File: src/rtl/aud_dsp_v2.sv
`default_nettype none
// ============================================================================
// Module   : aud_dsp_v2
// Purpose  : Playback DSP between the SRAM controller and the audio DAC.
//            Once per DAC sample tick it fetches recorded samples and emits
//            one output sample. Modes: fast (skip N), slow sample-hold, and
//            slow linear interpolation. Also supports pause/resume, stop and
//            a bounded playback length.
// Options  : AUD_DSP_REVERSE_EN - when defined, i_reverse plays from
//            i_end_addr down to 0. When undefined, playback is forward only.
// Revision : 1.0 - initial release
// ============================================================================
module aud_dsp_v2 #(
   parameter int DATA_W    = 16,
   parameter int ADDR_W    = 20,
   parameter int SPD_W     = 4,
   parameter int MAX_SPEED = 8
) (
   input  logic              i_clk,
   input  logic              i_rst,
   input  logic              i_daclrck,
   input  logic              i_start,
   input  logic              i_pause,
   input  logic              i_stop,
   input  logic [SPD_W-1:0]  i_speed,
   input  logic              i_fast,
   input  logic              i_slow_0,
   input  logic              i_slow_1,
   input  logic              i_reverse,
   input  logic [ADDR_W-1:0] i_end_addr,
   output logic              o_sram_rd,
   output logic [ADDR_W-1:0] o_sram_addr,
   input  logic [DATA_W-1:0] i_sram_data,
   output logic [DATA_W-1:0] o_dac_data,
   output logic              o_dac_valid,
   output logic              o_busy,
   output logic              o_finished
);
   localparam int PW = DATA_W + SPD_W + 2;

   typedef enum logic [2:0] {
      S_IDLE  = 3'd0,
      S_WAIT  = 3'd1,
      S_FETCH = 3'd2,
      S_PAUSE = 3'd3,
      S_DONE  = 3'd4
   } state_t;

   state_t state, state_nxt;

   logic [2:0]               lr_sync;
   logic                     tick;
   logic                     mode_fast, mode_slow0, mode_slow1;
   logic [SPD_W-1:0]         speed, k;
   logic [ADDR_W-1:0]        end_addr, ptr;
   logic signed [DATA_W-1:0] samp_a, samp_b;
   logic [1:0]               step;
   logic                     b_pending, ended, pause_pend;

   logic                     mode_ok, start_ok, go_fetch, held_out, fetch_done, last_phase;
   logic [SPD_W-1:0]         speed_in;
   logic [ADDR_W-1:0]        step_amt, ptr_nxt, b_addr;
   logic [ADDR_W:0]          ptr_sum;
   logic                     past_end, b_ok;
   logic signed [DATA_W:0]   diff;
   logic signed [PW-1:0]     diff_ext, k_ext, n_ext, prod, quot;
   logic signed [DATA_W-1:0] interp;

`ifdef AUD_DSP_REVERSE_EN
   logic                     reverse;
`else
   logic                     unused_reverse;
   assign unused_reverse = i_reverse;
`endif

   assign tick   = lr_sync[1] & ~lr_sync[2];
   assign o_busy = (state != S_IDLE);

   // Synchronise the DAC LR clock; the extra stage gives rising-edge detect
   always_ff @(posedge i_clk) begin
      if (i_rst) lr_sync <= '0;
      else       lr_sync <= {lr_sync[1:0], i_daclrck};
   end

   // Next pointer, end-of-data test and neighbour address for interpolation
   always_comb begin
      step_amt = mode_fast ? ADDR_W'(speed) : ADDR_W'(1);
      ptr_sum  = {1'b0, ptr} + {1'b0, step_amt};
      ptr_nxt  = ptr_sum[ADDR_W-1:0];
      past_end = (ptr_sum > {1'b0, end_addr});
      b_ok     = (ptr < end_addr);
      b_addr   = ptr + ADDR_W'(1);
`ifdef AUD_DSP_REVERSE_EN
      if (reverse) begin
         ptr_nxt  = ptr - step_amt;
         past_end = (ptr < step_amt);
         b_ok     = (ptr != '0);
         b_addr   = ptr - ADDR_W'(1);
      end
`endif
   end

   // Interpolated sample A + trunc0((B-A)*k/N) in widened signed arithmetic
   always_comb begin
      diff     = {samp_b[DATA_W-1], samp_b} - {samp_a[DATA_W-1], samp_a};
      diff_ext = PW'(diff);
      k_ext    = PW'(k);
      n_ext    = PW'(speed);
      prod     = diff_ext * k_ext;
      quot     = prod / n_ext;
      interp   = DATA_W'(PW'(samp_a) + quot);
   end

   // State register
   always_ff @(posedge i_clk) begin
      if (i_rst) state <= S_IDLE;
      else       state <= state_nxt;
   end

   // Next-state logic and per-cycle control decisions
   always_comb begin
      state_nxt  = state;
      mode_ok    = $onehot({i_fast, i_slow_0, i_slow_1});
      speed_in   = (i_speed == '0) ? SPD_W'(1) :
                   (i_speed > SPD_W'(MAX_SPEED)) ? SPD_W'(MAX_SPEED) : i_speed;
      start_ok   = (state == S_IDLE) && i_start && !i_stop && !i_pause && mode_ok;
      last_phase = mode_fast || (k == speed - SPD_W'(1));
      go_fetch   = (state == S_WAIT) && tick && !i_stop && !i_pause && !ended &&
                   (mode_fast || (k == '0));
      held_out   = (state == S_WAIT) && tick && !i_stop && !i_pause && !ended &&
                   !(mode_fast || (k == '0));
      fetch_done = (state == S_FETCH) && !i_stop &&
                   (mode_slow1 ? (step == 2'd2) : (step == 2'd1));
      case (state)
         S_IDLE:  if (start_ok) state_nxt = S_WAIT;
         S_WAIT: begin
            if (i_stop)              state_nxt = S_IDLE;
            else if (i_pause)        state_nxt = S_PAUSE;
            else if (tick && ended)  state_nxt = S_DONE;
            else if (go_fetch)       state_nxt = S_FETCH;
         end
         S_FETCH: begin
            if (i_stop)              state_nxt = S_IDLE;
            else if (fetch_done)     state_nxt = (pause_pend || i_pause) ? S_PAUSE : S_WAIT;
         end
         S_PAUSE: begin
            if (i_stop)              state_nxt = S_IDLE;
            else if (i_pause)        state_nxt = S_WAIT;
         end
         S_DONE:                     state_nxt = S_IDLE;
         default:                    state_nxt = S_IDLE;
      endcase
   end

   // Datapath: configuration latch, SRAM reads, sample hold, phase/pointer
   always_ff @(posedge i_clk) begin
      if (i_rst) begin
         mode_fast   <= 1'b0;
         mode_slow0  <= 1'b0;
         mode_slow1  <= 1'b0;
         speed       <= SPD_W'(1);
         end_addr    <= '0;
         ptr         <= '0;
         k           <= '0;
         samp_a      <= '0;
         samp_b      <= '0;
         step        <= '0;
         b_pending   <= 1'b0;
         ended       <= 1'b0;
         pause_pend  <= 1'b0;
         o_sram_rd   <= 1'b0;
         o_sram_addr <= '0;
         o_dac_data  <= '0;
         o_dac_valid <= 1'b0;
         o_finished  <= 1'b0;
`ifdef AUD_DSP_REVERSE_EN
         reverse     <= 1'b0;
`endif
      end else begin
         o_sram_rd   <= 1'b0;
         o_dac_valid <= 1'b0;
         o_finished  <= 1'b0;
         if (i_stop && (state != S_IDLE)) begin
            o_dac_data <= '0;
            pause_pend <= 1'b0;
         end else begin
            if (start_ok) begin
               mode_fast  <= i_fast;
               mode_slow0 <= i_slow_0;
               mode_slow1 <= i_slow_1;
               speed      <= speed_in;
               end_addr   <= i_end_addr;
               k          <= '0;
               ended      <= 1'b0;
               pause_pend <= 1'b0;
`ifdef AUD_DSP_REVERSE_EN
               reverse    <= i_reverse;
               ptr        <= i_reverse ? i_end_addr : '0;
`else
               ptr        <= '0;
`endif
            end
            if (go_fetch) begin
               o_sram_rd   <= 1'b1;
               o_sram_addr <= ptr;
               step        <= '0;
            end
            if (state == S_FETCH) begin
               step <= step + 2'd1;
               if (i_pause) pause_pend <= 1'b1;
               // Second read of the interpolation pair, skipped past the data end
               if (mode_slow1 && (step == 2'd0)) begin
                  o_sram_rd   <= b_ok;
                  o_sram_addr <= b_addr;
                  b_pending   <= b_ok;
               end
               if (step == 2'd1) samp_a <= i_sram_data;
               if (fetch_done) begin
                  pause_pend  <= 1'b0;
                  o_dac_valid <= 1'b1;
                  o_dac_data  <= mode_slow1 ? samp_a : i_sram_data;
                  if (mode_slow1) samp_b <= b_pending ? i_sram_data : samp_a;
               end
            end
            if (held_out) begin
               o_dac_valid <= 1'b1;
               o_dac_data  <= mode_slow1 ? interp : samp_a;
            end
            // Phase advance after every emitted sample; pointer moves on wrap
            if (fetch_done || held_out) begin
               if (last_phase) begin
                  k <= '0;
                  if (past_end) ended <= 1'b1;
                  else          ptr   <= ptr_nxt;
               end else begin
                  k <= k + SPD_W'(1);
               end
            end
            if (state == S_DONE) begin
               o_finished <= 1'b1;
               o_dac_data <= '0;
            end
         end
      end
   end

   // Mode flag kept for completeness of the latched configuration
   logic unused_mode;
   assign unused_mode = mode_slow0;

endmodule
`default_nettype wire

File: config.mk
export PLATFORM = sky130hd
export DESIGN_NAME = aud_dsp_v2
export DESIGN_NICKNAME = d
export VERILOG_FILES = /design/src/rtl/aud_dsp_v2.sv
export SDC_FILE = /design/constraint.sdc
export NUM_CORES = 1
export LEC_CHECK = 0
export ABC_AREA = 1
export BUFFER_PORTS_ARGS = -buffer_cell sky130_fd_sc_hd__buf_2
export CAP_MARGIN = 20
export CORE_AREA = 2 2 284 202
export CTS_CLUSTER_DIAMETER = 100
export DETAILED_ROUTE_END_ITERATION = 6
export DIE_AREA = 0 0 286 204
export HOLD_SLACK_MARGIN = 0.15
export PLACE_DENSITY = 0.57
export SYNTH_ARGS = -nofsm -noshare
export SYNTH_HDL_FRONTEND = slang
export SYNTH_SLANG_ARGS = --single-unit
export TNS_END_PERCENT = 100
File: constraint.sdc
create_clock -name i_clk -period 38.3 [get_ports i_clk]
set_clock_uncertainty 0.15 [all_clocks]
set_input_delay 5.745 -clock i_clk [delete_from_list [all_inputs] [get_ports i_clk]]
set_output_delay 5.745 -clock i_clk [all_outputs]
set_load 0.005 [all_outputs]
==> results.yml <==
final_layout:
  stdcell_count: 4876
  final_net_count: 4408
  drive_above_1_share: 0.279
  fillerInstances: 5828
  footprint_of_the_multi_input_gates_um2: 17600
  sequential_cell_area_um2: 2650
  area_growth_syn_to_layout_pct: 29.7
synth:
  yosys_register_bits: 132
  synthesis.area_um2: 22000
  synthFlopType: "sky130_fd_sc_hd__dfxtp_1"
  share_of_synthesized_flip_flops_with_an_asynchronous_set_or_reset: 0
  synthesized_area_divided_by_synthesized_cell_count_um2: 6.16
  syn-num-nets: 3866
  synth-edff-count: 0
  ys.warnings.count: 0
  yosys-mux-area-fraction: 0
  synth_simple_gate_area_frac: 0.383
  synthXorXnorAreaFrac: 0.0525
  synth_cells: 3569
  main_combinational_cell_family_by_area_after_synthesis: "simple AND/OR/NAND/NOR gates"
  yosysSeqAreaShare: 0.120
  post_synth_adder_cell_area: 0.154
  synth-compound-area-share: 0.164
  cell_variety_after_synth: 72
floorplanning:
  fp.coreArea_um2: 55900
  total_die_area_um2: 58300
  num_io_pins: 90
  die_y_um: 204
  die_width_um: 286
  placementRows: 73
  starting_density_of_the_core: 0.393
critical_path:
  crit_family: "simple AND/OR/NAND/NOR gates"
  crit_path_max_incr_delay_ns: 0.49
  crit_path_max_fanout: 7
  setup.worst_path.end_class: "register"
  crit_path_start_kind: "register"
  criticalPathCategory: "reg -> reg"
  cp-startpoint: "samp_a[1]"
  timing.critical_path.required_ns: 38.52
  critical_path.n_buffers_inverters: 51
  crit-reg2reg-launch: "samp_a[1]"
  cp.arrival_ns: 37.21
  critical-path-slowest-cell: "sky130_fd_sc_hd__fa_1"
  cpMostUsedCell: "sky130_fd_sc_hd__nand2_1"
timing:
  post-route-min-period_ns: 36.99
  finalHoldViolCount: 0
  slew_viol_final: 0
  worst-slew-pin-transition_ns: 1.09
  rsz0062_at_grt: "true"
  setup-tns-final_ns: 0
  achievable-frequency_mhz: 27.0
  final_critical_path_setup_slack_ns: 1.31
  slew-limit-headroom: 0.275
  portion_of_the_clock_cycle_consumed_by_the_worst_path_in_the_final_layout: 0.966
  setup_viol_count_final: 0
hold_path:
  holdCritPathClass: "reg -> reg"
  min_from: "lr_sync[0]"
placed_design:
  dp.final_hpwl_um: 55900
  routability_congestion_estimate: 0.971
  dp_slack_ns: -0.589
  port_buffers: 88
  cells_after_dpl: 4745
drt:
  avgViaCountPerCell: 4.99
  drtIter0Drc: 1781
  route.antenna.remaining_nets: 0
  via_count: 24323
  wirelength_um: 69800
  drt_first_pass_iters: 6
  drcViolationCount: 0
  detail_route.wl_per_cell_um: 14.3
run_status:
  status: "completed"
run:
  drv_cap: 0
clock_network:
  cts_num_sinks: 132
  clkSlewWorstSetupHoldPaths_ns: 0.07
  holdBufCountCts: 0
  tritoncts: "built"
  cts-buffers-inserted: 17
  cts_max_level: 4
  cts_buffer_depth: 2
  cts_root_buffer: "sky130_fd_sc_hd__clkbuf_16"
  insertion_delay_ns: 0.43
global_route:
  grt_start_max_net_pins: 54
  grt_pass1_vias: 21617
  grt_first_pass_wirelength_um: 112000
  gr-usage-all-layers: 0.232
  antenna_found_initial: 3
  grt_overflow_total: 0
cell families after synthesis:
group | after synthesis
buf+inv | 690
compound gates | 633
fa+ha+maj | 247
xor+xnor | 131
flops | 132
simple gates | 1736
metal layers:
layer,vias to the layer above,global-route usage,part of all wire
met4,0,0.0249,0.0062
met3,39,0.0272,0.064
li1,12739,-,-
met1,10937,0.385,0.55
met2,608,0.317,0.38
met5,-,0,0
placed cells by master (no fill, tap or decap), types with 17 or more instances in the layout:
| cell | n |
|---|---|
| sky130_fd_sc_hd__o21bai_1 | 24 |
| sky130_fd_sc_hd__nand4_1 | 86 |
| sky130_fd_sc_hd__buf_4 | 512 |
| sky130_fd_sc_hd__xnor2_1 | 25 |
| sky130_fd_sc_hd__ha_1 | 188 |
| sky130_fd_sc_hd__o21ai_0 | 163 |
| sky130_fd_sc_hd__nand2_4 | 27 |
| sky130_fd_sc_hd__o21ai_1 | 34 |
| sky130_fd_sc_hd__o21ai_2 | 42 |
| sky130_fd_sc_hd__nor2_4 | 37 |
| sky130_fd_sc_hd__buf_2 | 88 |
| sky130_fd_sc_hd__nor2_1 | 331 |
| sky130_fd_sc_hd__nand3_1 | 207 |
| sky130_fd_sc_hd__nand3_2 | 54 |
| sky130_fd_sc_hd__o211ai_1 | 22 |
| sky130_fd_sc_hd__xor2_1 | 101 |
| sky130_fd_sc_hd__dfxtp_1 | 130 |
| sky130_fd_sc_hd__nand2_1 | 718 |
| sky130_fd_sc_hd__a21oi_2 | 37 |
| sky130_fd_sc_hd__inv_1 | 535 |
| sky130_fd_sc_hd__nor3_1 | 42 |
| sky130_fd_sc_hd__ha_4 | 19 |
| sky130_fd_sc_hd__fa_1 | 38 |
| sky130_fd_sc_hd__nor2_2 | 44 |
| sky130_fd_sc_hd__inv_2 | 41 |
| sky130_fd_sc_hd__nand2_2 | 113 |
| sky130_fd_sc_hd__a21oi_1 | 207 |
| sky130_fd_sc_hd__clkbuf_16 | 17 |
cell type report:
| type | count | share of cell area |
|---|---|---|
| tap | 750 | 0.0329 |
| multi-input combinational | 2747 | 0.618 |
| clock buffer | 20 | 0.0164 |
| inverter | 607 | 0.0816 |
| clock inverter | 12 | 0.00500 |
| sequential | 132 | 0.0928 |
| timing repair buffer | 606 | 0.153 |
| antenna | 2 | 0.000175 |
stage by stage:
stage / utilization / hold WS [ns] / instance area, um^2
4_1_cts: 0.487 / 0.254 / 27200
3_5_place_dp: 0.472 / 0.246 / 26400
3_3_place_gp: 0.472 / 0.244 / 26400
6_report: 0.510 / 0.254 / 28500
2_1_floorplan: - / 0.238 / 22400
5_1_grt: 0.510 / 0.272 / 28500
worst register-to-register path: cells and delay by family, from the launching register on:
kind,cells,cell delay (ns)
buffers and inverters,51,4.03
xor gates and xnor gates,3,0.52
AOI/OAI and AO/OA,73,8.89
adders and majority gates,29,8.09
DFF,1,0.36
and+or+nand+nor,145,14.83
synthesized netlist by cell type, drive strengths merged (3+ instances only):
cell	instances	area [um^2]
nand2	859	3620
inv	590	2230
nor2	416	1860
nand3	273	1700
a21oi	251	1280
o21ai	242	1270
ha	208	2600
dfxtp	132	2640
xor2	105	927
nand4	95	677
clkbuf	57	248
nor3	44	225
fa	39	781
o21bai	31	233
buf	26	246
xnor2	26	228
o211ai	22	165
o31ai	18	140
or2	18	115
clkinv	17	66.3
a31oi	15	93.8
nand3b	12	90.1
o221ai	10	87.6
a211oi	8	60.1
a21o	8	60.1
and2	7	46.3
nor4	6	37.5
o21a	6	45.0
o22ai	6	37.5
a21boi	4	30.0
o2111ai	4	35.0
a22oi	3	22.5
sequential cells by signal, indices dropped and copies added, names as in the netlist:
name / cells
b_pending: 1
end_addr: 20
ended: 1
k: 4
lr_sync: 3
mode_fast: 1
mode_slow1: 1
o_dac_data: 16
o_dac_valid: 1
o_finished: 1
o_sram_addr: 20
o_sram_rd: 1
pause_pend: 1
ptr: 20
samp_a: 16
samp_b: 16
speed: 4
state: 3
step: 2
worst paths after layout:
check                   endpoint  slack [ns]  depth (start not counted)
setup / recovery  o_dac_data[15]        1.31                        301
hold / removal        lr_sync[1]        0.25                          2
setup reg to reg  o_dac_data[15]        1.31                        301
hold reg to reg       lr_sync[1]        0.25                          2
timing repair:
action | 4_1_cts | 5_1_grt
resized for setup | 19 | 177
buffers inserted | 22 | 74
setup endpoints to repair | 7 | 16
pin swaps | 25 | 153
Power is left out: the tool's default activity adds up to more than one toggle a clock period on the data nets, which glitch-free logic cannot reach.
